--- src/rtl/ps2_host_tx.sv ---
// PS/2 host-to-device transmitter: inhibits the clock, issues request-to-send,
// shifts a command byte with odd parity on device clock edges and checks the acknowledge.
module ps2_host_tx #(
    parameter int INHIBIT_CYCLES = 5000,
    parameter int TIMEOUT_CYCLES = 750000,
    parameter int FILTER_LEN     = 8
) (
    input  logic       clk_50m,
    input  logic       rst_n,
    input  logic       kclk,
    input  logic       kdata,
    output logic       kclk_drive_low,
    output logic       kdata_drive_low,
    input  logic [7:0] tx_data,
    input  logic       tx_valid,
    output logic       tx_ready,
    output logic       tx_done,
    output logic       tx_error,
    output logic       busy
);
    localparam logic [2:0] S_IDLE    = 3'd0;
    localparam logic [2:0] S_INHIBIT = 3'd1;
    localparam logic [2:0] S_RTS     = 3'd2;
    localparam logic [2:0] S_SHIFT   = 3'd3;
    localparam logic [2:0] S_ACK     = 3'd4;
    localparam logic [2:0] S_RELEASE = 3'd5;

    localparam int INH_W = $clog2(INHIBIT_CYCLES + 1);
    localparam int TO_W  = $clog2(TIMEOUT_CYCLES + 1);

    logic [1:0]            r_kclk_sync;
    logic [1:0]            r_kdata_sync;
    logic [FILTER_LEN-1:0] r_kclk_win;
    logic [FILTER_LEN-1:0] r_kdata_win;
    logic                  r_kclk_f;
    logic                  r_kdata_f;
    logic                  r_kclk_f_d;

    logic [2:0]       r_state;
    logic [7:0]       r_data;
    logic             r_parity;
    logic [3:0]       r_bitcnt;
    logic [INH_W-1:0] r_inh;
    logic [TO_W-1:0]  r_to;
    logic             r_dlow;
    logic             r_done;
    logic             r_err;

    logic w_fall;
    logic w_timeout;
    logic w_timed;

    // Filtered lines only change after FILTER_LEN identical synchronized samples
    always_ff @(posedge clk_50m or negedge rst_n) begin
        if (!rst_n) begin
            r_kclk_sync  <= '1;
            r_kdata_sync <= '1;
            r_kclk_win   <= '1;
            r_kdata_win  <= '1;
            r_kclk_f     <= 1'b1;
            r_kdata_f    <= 1'b1;
            r_kclk_f_d   <= 1'b1;
        end else begin
            r_kclk_sync  <= {r_kclk_sync[0], kclk};
            r_kdata_sync <= {r_kdata_sync[0], kdata};
            r_kclk_win   <= {r_kclk_win[FILTER_LEN-2:0], r_kclk_sync[1]};
            r_kdata_win  <= {r_kdata_win[FILTER_LEN-2:0], r_kdata_sync[1]};
            if (&r_kclk_win)
                r_kclk_f <= 1'b1;
            else if (~|r_kclk_win)
                r_kclk_f <= 1'b0;
            if (&r_kdata_win)
                r_kdata_f <= 1'b1;
            else if (~|r_kdata_win)
                r_kdata_f <= 1'b0;
            r_kclk_f_d <= r_kclk_f;
        end
    end

    assign w_fall    = r_kclk_f_d & ~r_kclk_f;
    assign w_timed   = (r_state == S_SHIFT) || (r_state == S_ACK) || (r_state == S_RELEASE);
    // Fires so that tx_error lands TIMEOUT_CYCLES cycles after the last detected edge
    assign w_timeout = (r_to == TO_W'(TIMEOUT_CYCLES - 2));

    always_ff @(posedge clk_50m or negedge rst_n) begin
        if (!rst_n) begin
            r_state  <= S_IDLE;
            r_data   <= '0;
            r_parity <= 1'b0;
            r_bitcnt <= '0;
            r_inh    <= '0;
            r_to     <= '0;
            r_dlow   <= 1'b0;
            r_done   <= 1'b0;
            r_err    <= 1'b0;
        end else begin
            r_done <= 1'b0;
            r_err  <= 1'b0;
            if (w_timed)
                r_to <= w_fall ? '0 : r_to + TO_W'(1);
            case (r_state)
                S_IDLE: begin
                    if (tx_valid && tx_ready) begin
                        r_data   <= tx_data;
                        r_parity <= ~^tx_data;
                        r_inh    <= '0;
                        r_state  <= S_INHIBIT;
                    end
                end
                S_INHIBIT: begin
                    if (r_inh == INH_W'(INHIBIT_CYCLES - 1))
                        r_state <= S_RTS;
                    else
                        r_inh <= r_inh + INH_W'(1);
                end
                S_RTS: begin
                    r_dlow   <= 1'b1;
                    r_bitcnt <= '0;
                    r_to     <= '0;
                    r_state  <= S_SHIFT;
                end
                S_SHIFT: begin
                    if (w_fall) begin
                        r_bitcnt <= r_bitcnt + 4'd1;
                        if (r_bitcnt < 4'd8)
                            r_dlow <= ~r_data[r_bitcnt[2:0]];
                        else if (r_bitcnt == 4'd8)
                            r_dlow <= ~r_parity;
                        else begin
                            r_dlow  <= 1'b0;
                            r_state <= S_ACK;
                        end
                    end else if (w_timeout) begin
                        r_dlow  <= 1'b0;
                        r_err   <= 1'b1;
                        r_state <= S_IDLE;
                    end
                end
                S_ACK: begin
                    if (w_fall) begin
                        if (!r_kdata_f)
                            r_state <= S_RELEASE;
                        else begin
                            r_err   <= 1'b1;
                            r_state <= S_IDLE;
                        end
                    end else if (w_timeout) begin
                        r_err   <= 1'b1;
                        r_state <= S_IDLE;
                    end
                end
                S_RELEASE: begin
                    if (r_kclk_f && r_kdata_f) begin
                        r_done  <= 1'b1;
                        r_state <= S_IDLE;
                    end else if (w_timeout) begin
                        r_err   <= 1'b1;
                        r_state <= S_IDLE;
                    end
                end
                default: r_state <= S_IDLE;
            endcase
        end
    end

    // Line drives decode straight from state so reset releases them without waiting for a clock
    assign kclk_drive_low  = (r_state == S_INHIBIT) || (r_state == S_RTS);
    assign kdata_drive_low = (r_state == S_RTS) || ((r_state == S_SHIFT) && r_dlow);
    assign tx_ready        = (r_state == S_IDLE) && !r_done && !r_err;
    assign busy            = (r_state != S_IDLE);
    assign tx_done         = r_done;
    assign tx_error        = r_err;

endmodule
--- config.mk ---
export PLATFORM = sky130hd
export DESIGN_NAME = ps2_host_tx
export DESIGN_NICKNAME = d
export VERILOG_FILES = /design/src/rtl/ps2_host_tx.sv
export SDC_FILE = /design/constraint.sdc
export NUM_CORES = 1
export LEC_CHECK = 0
export CAP_MARGIN = 10
export CORE_ASPECT_RATIO = 0.6
export CORE_MARGIN = 8
export CORE_UTILIZATION = 60
export CTS_CLUSTER_SIZE = 40
export DETAILED_ROUTE_END_ITERATION = 7
export PLACE_DENSITY = 0.8
export SLEW_MARGIN = 20
export SYNTH_ARGS = -nofsm -noshare
export SYNTH_HDL_FRONTEND = slang
export SYNTH_SLANG_ARGS = --single-unit
export TNS_END_PERCENT = 5
--- constraint.sdc ---
create_clock -name clk_50m -period 2.43 [get_ports clk_50m]
set_clock_uncertainty 0.15 [all_clocks]
set_input_delay 0.729 -clock clk_50m [delete_from_list [all_inputs] [get_ports clk_50m]]
set_output_delay 0.729 -clock clk_50m [all_outputs]
set_load 0.01 [all_outputs]
Word level (Yosys, flattened, before mapping)
Cells that the tools add are included.
Storage, ports and cells
  flip-flop bits (word level): 75
  word-level logic and storage cells: 105
Cells by class
  add/sub/neg operators: 3
  equality and inequality tests: 17
  bitwise operators: 4
  multiplexer cells: 37
  $lt $le $gt $ge: 2
  reduce and logical (&&, ||, !) cells: 26
Operator list (count)
  two-way mux 20 bit: 3
  two-way mux 3 bit: 9
  two-way mux 13 bit: 2
  case mux 13 bit (2 select lines): 1
  adder 20 x 1 -> 20 bit, second input constant: 1
  equality test 20 bit, second input constant: 1
  case mux 3 bit (6 select lines): 1
  two-way mux 1 bit: 16
  AND reduction 8 bit: 2
  OR reduction 8 bit: 2
  adder 13 x 1 -> 13 bit, second input constant: 1
  equality test 13 bit, second input constant: 1
  != test 2 bit, second input constant: 6
  != test 3 bit, second input constant: 3
  case mux 4 bit (2 select lines): 1
  XNOR reduction 8 bit: 1
  equality test 3 x 2 -> 1 bit, second input constant: 2
  equality test 3 bit, second input constant: 2
  AND reduction 2 bit: 3
  nonzero test 2 bit: 3
  logical AND 1 bit: 5
  adder 4 x 1 -> 4 bit, second input constant: 1
  equality test 4 bit, second input constant: 1
  logical OR 1 bit: 4
  14 further kinds: 17

Depth between registers and ports, before layout
  word-level depth: 6
  gate-level depth with buffers: 7
  gate-level depth less buffers: 7

Worst setup path after synthesis
Ideal clock, no wire load.
  kind: register to output
  start: register r_state[0]
  end: output port kclk_drive_low
  slack: 0.141 ns
  arrival time: 1.410 ns
  stages on the path, launching flop included: 6
  cells stage by stage: dfrtp_1 > clkbuf_1 > buf_1 > clkbuf_1 > xnor2_1 > nor2_1
Between the ends
  cells in the longest elaborated chain, start to end: 2
  elaborated cells between the ends (all ways): 3
  classes of those cells: 2 x eq/ne; 1 x reduce/logical
RTL lines
  start: declaration: line 39  | logic [2:0] r_state;
  start signal: assignment: line 87  | r_state <= S_IDLE;
  start signal: assignment: line 107  | r_state <= S_INHIBIT;
  start signal: assignment: line 112  | r_state <= S_RTS;
  equality test 3 x 1 -> 1 bit or equality test 3 x 2 -> 1 bit (tied branches): line 167  | assign kclk_drive_low = (r_state == S_INHIBIT) || (r_state == S_RTS);
  logical OR 1 bit *: line 167
  end: declaration: line 12  | output logic kclk_drive_low,
Mark *: on every way between the ends. The rest lies on a longest branch, timed or not.

Worst setup path in the final report
  start: register r_state[1]
  end: output port kclk_drive_low
The elaborated chain is that of the path after synthesis.

==> qor.txt <==
Outcome - finished clean
Count of input and output buffers - 18
CP max FO - 21
WL per Instance - 17.87 µm
Worst r2r dst - r_state[0]$_DFFE_PN0P_
Die width - 118.1 µm
Synth unique cells - 59
Mapped Nets - 390
P per Cell Area - 829.8 nW/µm²
Ys Warns - 0
Final min period - 2377 ps
Post-synthesis cell area - 3751 µm²
CTS Buf Count - 9
Synth Area per Inst - 10.08 µm²
Pwr Total - 3.686 mW
Slew at the pin with the worst max-slew slack - 636.2 ps
GR Overflow Total - 0
Hold_ws - 209.5 ps
Seq/Total Area, Yosys - 0.5080
Clk pwr share - 0.305
Die Span Y - 77.25 µm
Die Area - 9121 µm²
Worst Reg-to-Reg Cells - 6
Number of enable flip-flop cells after synthesis - 0
Post-DRT Antenna Nets - 0
Core area - 6083 µm²
Syn Inst Count - 372
Diode count - 0
F_max - 420.8 MHz
Hold Vio Cnt, Final - 0
Internal power - 2.497 mW
Residual DRC - 0
Worst Path Arrival - 1500 ps
Worst R2R Setup Slack - 230 ps
Hold path startpoint - r_kdata_sync[1]$_DFF_PN1_
Setup slack at placement - -140.3 ps
Placer Congestion - 0.8603
Starting Density - 0.6166
Min-Delay Path Class - register to register
Slew headroom - 0.5728
Hold EP - r_kdata_win[0]$_DFF_PN1_
I/O pin cnt - 19
Max-cap viol count - 0
Main synth FF type - dfrtp_1
Final Non-Filler Cells - 500
Slew Limit Fails - 0
Share of total power in sequential cells - 0.428
Global-route wire length before repair - 14.75 mm
CTS Sinks - 75
WS Path Type - register to output port
Layout Nets - 429
Share of cells above drive strength 1 - 0.1875
Htree depth - 3
Worst-path clk slew - 70 ps
Hold_buf cts - 0
Nature of the critical path endpoint - output port
CP required - 1550 ps
Max rail drop VDD - 0.5738 mV
Combinational share of power - 0.267
Seq cells post-synth - 75
Initial antenna violation count - 0
Vias in the first global route - 3,013
Std-Cell Rows - 22
Hold depth - 0
Pin count of the biggest net entering global routing - 39
Via/cell ratio - 6.184
Worst skew pair latency - 360 ps
TritonCTS clock tree - yes
Placed cells - 484
Setup TNS Final - 0 ps
GRT Util Overall - 0.1998
WL final - 8.934 mm
Pre-antenna DRT Iters - 5
Clk buf depth - 2
Initial drt markers - 319
Endpoints failing setup - 0
Leak Pwr - 1.927 nW
Switch Pwr - 1.189 mW
Via count - 3,092
Post-route setup slack - 53.29 ps
DP HPWL - 6.342 mm
Tcrit/Tclk final - 0.9781
P&R area growth vs syn - 18.41%
Root Driver - clkbuf_8
RSZ-0062 raised after global routing - no
Post-synth ARST share - 1.000
Net Sw Frac - 0.3227
Type of origin of the critical path - register
RR Startpoint - r_to[15]$_DFFE_PN0P_
how the worst max path moves through the flow:
stage,from,end
final,r_state[1]$_DFFE_PN0P_,kclk_drive_low
after global routing,r_state[1]$_DFFE_PN0P_,kclk_drive_low
after CTS,r_state[2]$_DFFE_PN0P_,tx_ready
after detailed placement,tx_valid,r_inh[10]$_DFFE_PN0P_
after global placement,tx_valid,r_data[0]$_DFFE_PN0P_
after floorplan,r_state[0]$_DFFE_PN0P_,kclk_drive_low
per-layer routing:
layer	vias up	wire, µm	track usage
li1	1423	-	-
met1	1520	4221	0.2674
met2	129	3900	0.2885
met3	20	659	0.06944
met4	0	153	0.08132
met5	-	0	0
logic make-up after synthesis:
logic type / after synthesis / share of synthesized area
XOR/XNOR: 30 / 0.07005
AO/OA/AOI/OAI: 69 / 0.1221
AND/OR/NAND/NOR: 155 / 0.2165
buffers and inverters: 27 / 0.02769
flip-flops: 75 / 0.5080
multiplexers: 11 / 0.03903
adder cells (fa/ha/maj): 5 / 0.01668
what timing repair did:
action,in CTS,in global routing
resized for setup,9,4
buffers inserted,0,0
endpoints found under the hold margin,0,0
setup endpoints to repair,4,3
metrics by stage:
stage / utilization / cell area [µm²]
after floorplan: - / 3751
after global placement: 0.6865 / 4177
after detailed placement: 0.6865 / 4177
after CTS: 0.7293 / 4437
after global routing: 0.7302 / 4442
final: 0.7302 / 4442
synth_stat cells, types with 4 or more instances:
master     instances  area share
mux2_1             9       0.027
xnor2_1           16       0.037
o2111ai_1          4      0.0093
nand4_1            8       0.013
nand3_1           26       0.035
inv_1             11       0.011
ha_1               5       0.017
nor3_1            13       0.017
a21oi_1           17       0.023
dfrtp_1           52        0.35
and3_1             9       0.015
clkbuf_1          13       0.013
xor2_1            14       0.033
o21ai_0           18       0.024
nand2_1           24       0.024
or3_1              4      0.0067
nor2_1            42       0.042
dfstp_2           23        0.16
layout make-up:
type / instances / area (µm²)
inverter: 11 / 41.29
sequential: 75 / 1906
tap: 84 / 105.1
clock buffer: 14 / 237.7
timing repair buffer: 44 / 385.4
multi-input combinational: 270 / 1752
fill: 426 / 1642
clock inverter: 2 / 15.01
worst max-delay path, stage by stage, from the launching register on:
cell and delay (ps):
dfrtp_1 410, buf_8 170, xnor2_1 130, nor2_1 140, dlygate4sd2_1 290
registers in the layout, summed over array words and instances (netlist names), 2 cells and up:
signal and flops:
r_to 20, r_inh 13, r_data 8, r_kclk_win 8, r_kdata_win 8, r_bitcnt 4
r_state 3, r_kclk_sync 2, r_kdata_sync 2
cell usage in the layout (no fill, tap or decap), types with 2 or more instances in the layout:
| cell type | instances |
|---|---|
| nand2b_1 | 3 |
| nor2b_1 | 3 |
| a22o_1 | 3 |
| nand3_1 | 26 |
| inv_1 | 11 |
| xor2_1 | 14 |
| nor3_1 | 12 |
| nor4b_1 | 3 |
| ha_1 | 5 |
| nor4_2 | 2 |
| nor2_1 | 42 |
| o2111ai_1 | 4 |
| mux2_1 | 9 |
| nor3b_1 | 2 |
| nor3_2 | 2 |
| a21o_1 | 3 |
| nand4_1 | 8 |
| xnor2_1 | 16 |
| or3_1 | 3 |
| and3_1 | 9 |
| o41ai_1 | 2 |
| and4_1 | 3 |
| buf_4 | 24 |
| clkdlybuf4s50_1 | 13 |
| o21ai_0 | 18 |
| dfrtp_1 | 52 |
| o21a_1 | 2 |
| and2_1 | 2 |
| dfstp_2 | 23 |
| a21oi_1 | 17 |
| a221o_1 | 2 |
| clkbuf_8 | 10 |
| o32ai_1 | 2 |
| mux4_2 | 2 |
| or4_1 | 3 |
| clkbuf_16 | 4 |
| nand2_1 | 24 |
power by group through the flow:
stage               sequential (mW)  combinational (mW)  clock [mW]
floorplan                      1.54               0.625           0
global placement               1.57               0.929           0
detailed placement             1.59               0.966           0
CTS                            1.57               0.971        1.14
global route                   1.60                1.08        1.19
finish                         1.58               0.984        1.13
No activity file was read; power rests on OpenSTA's default activity.
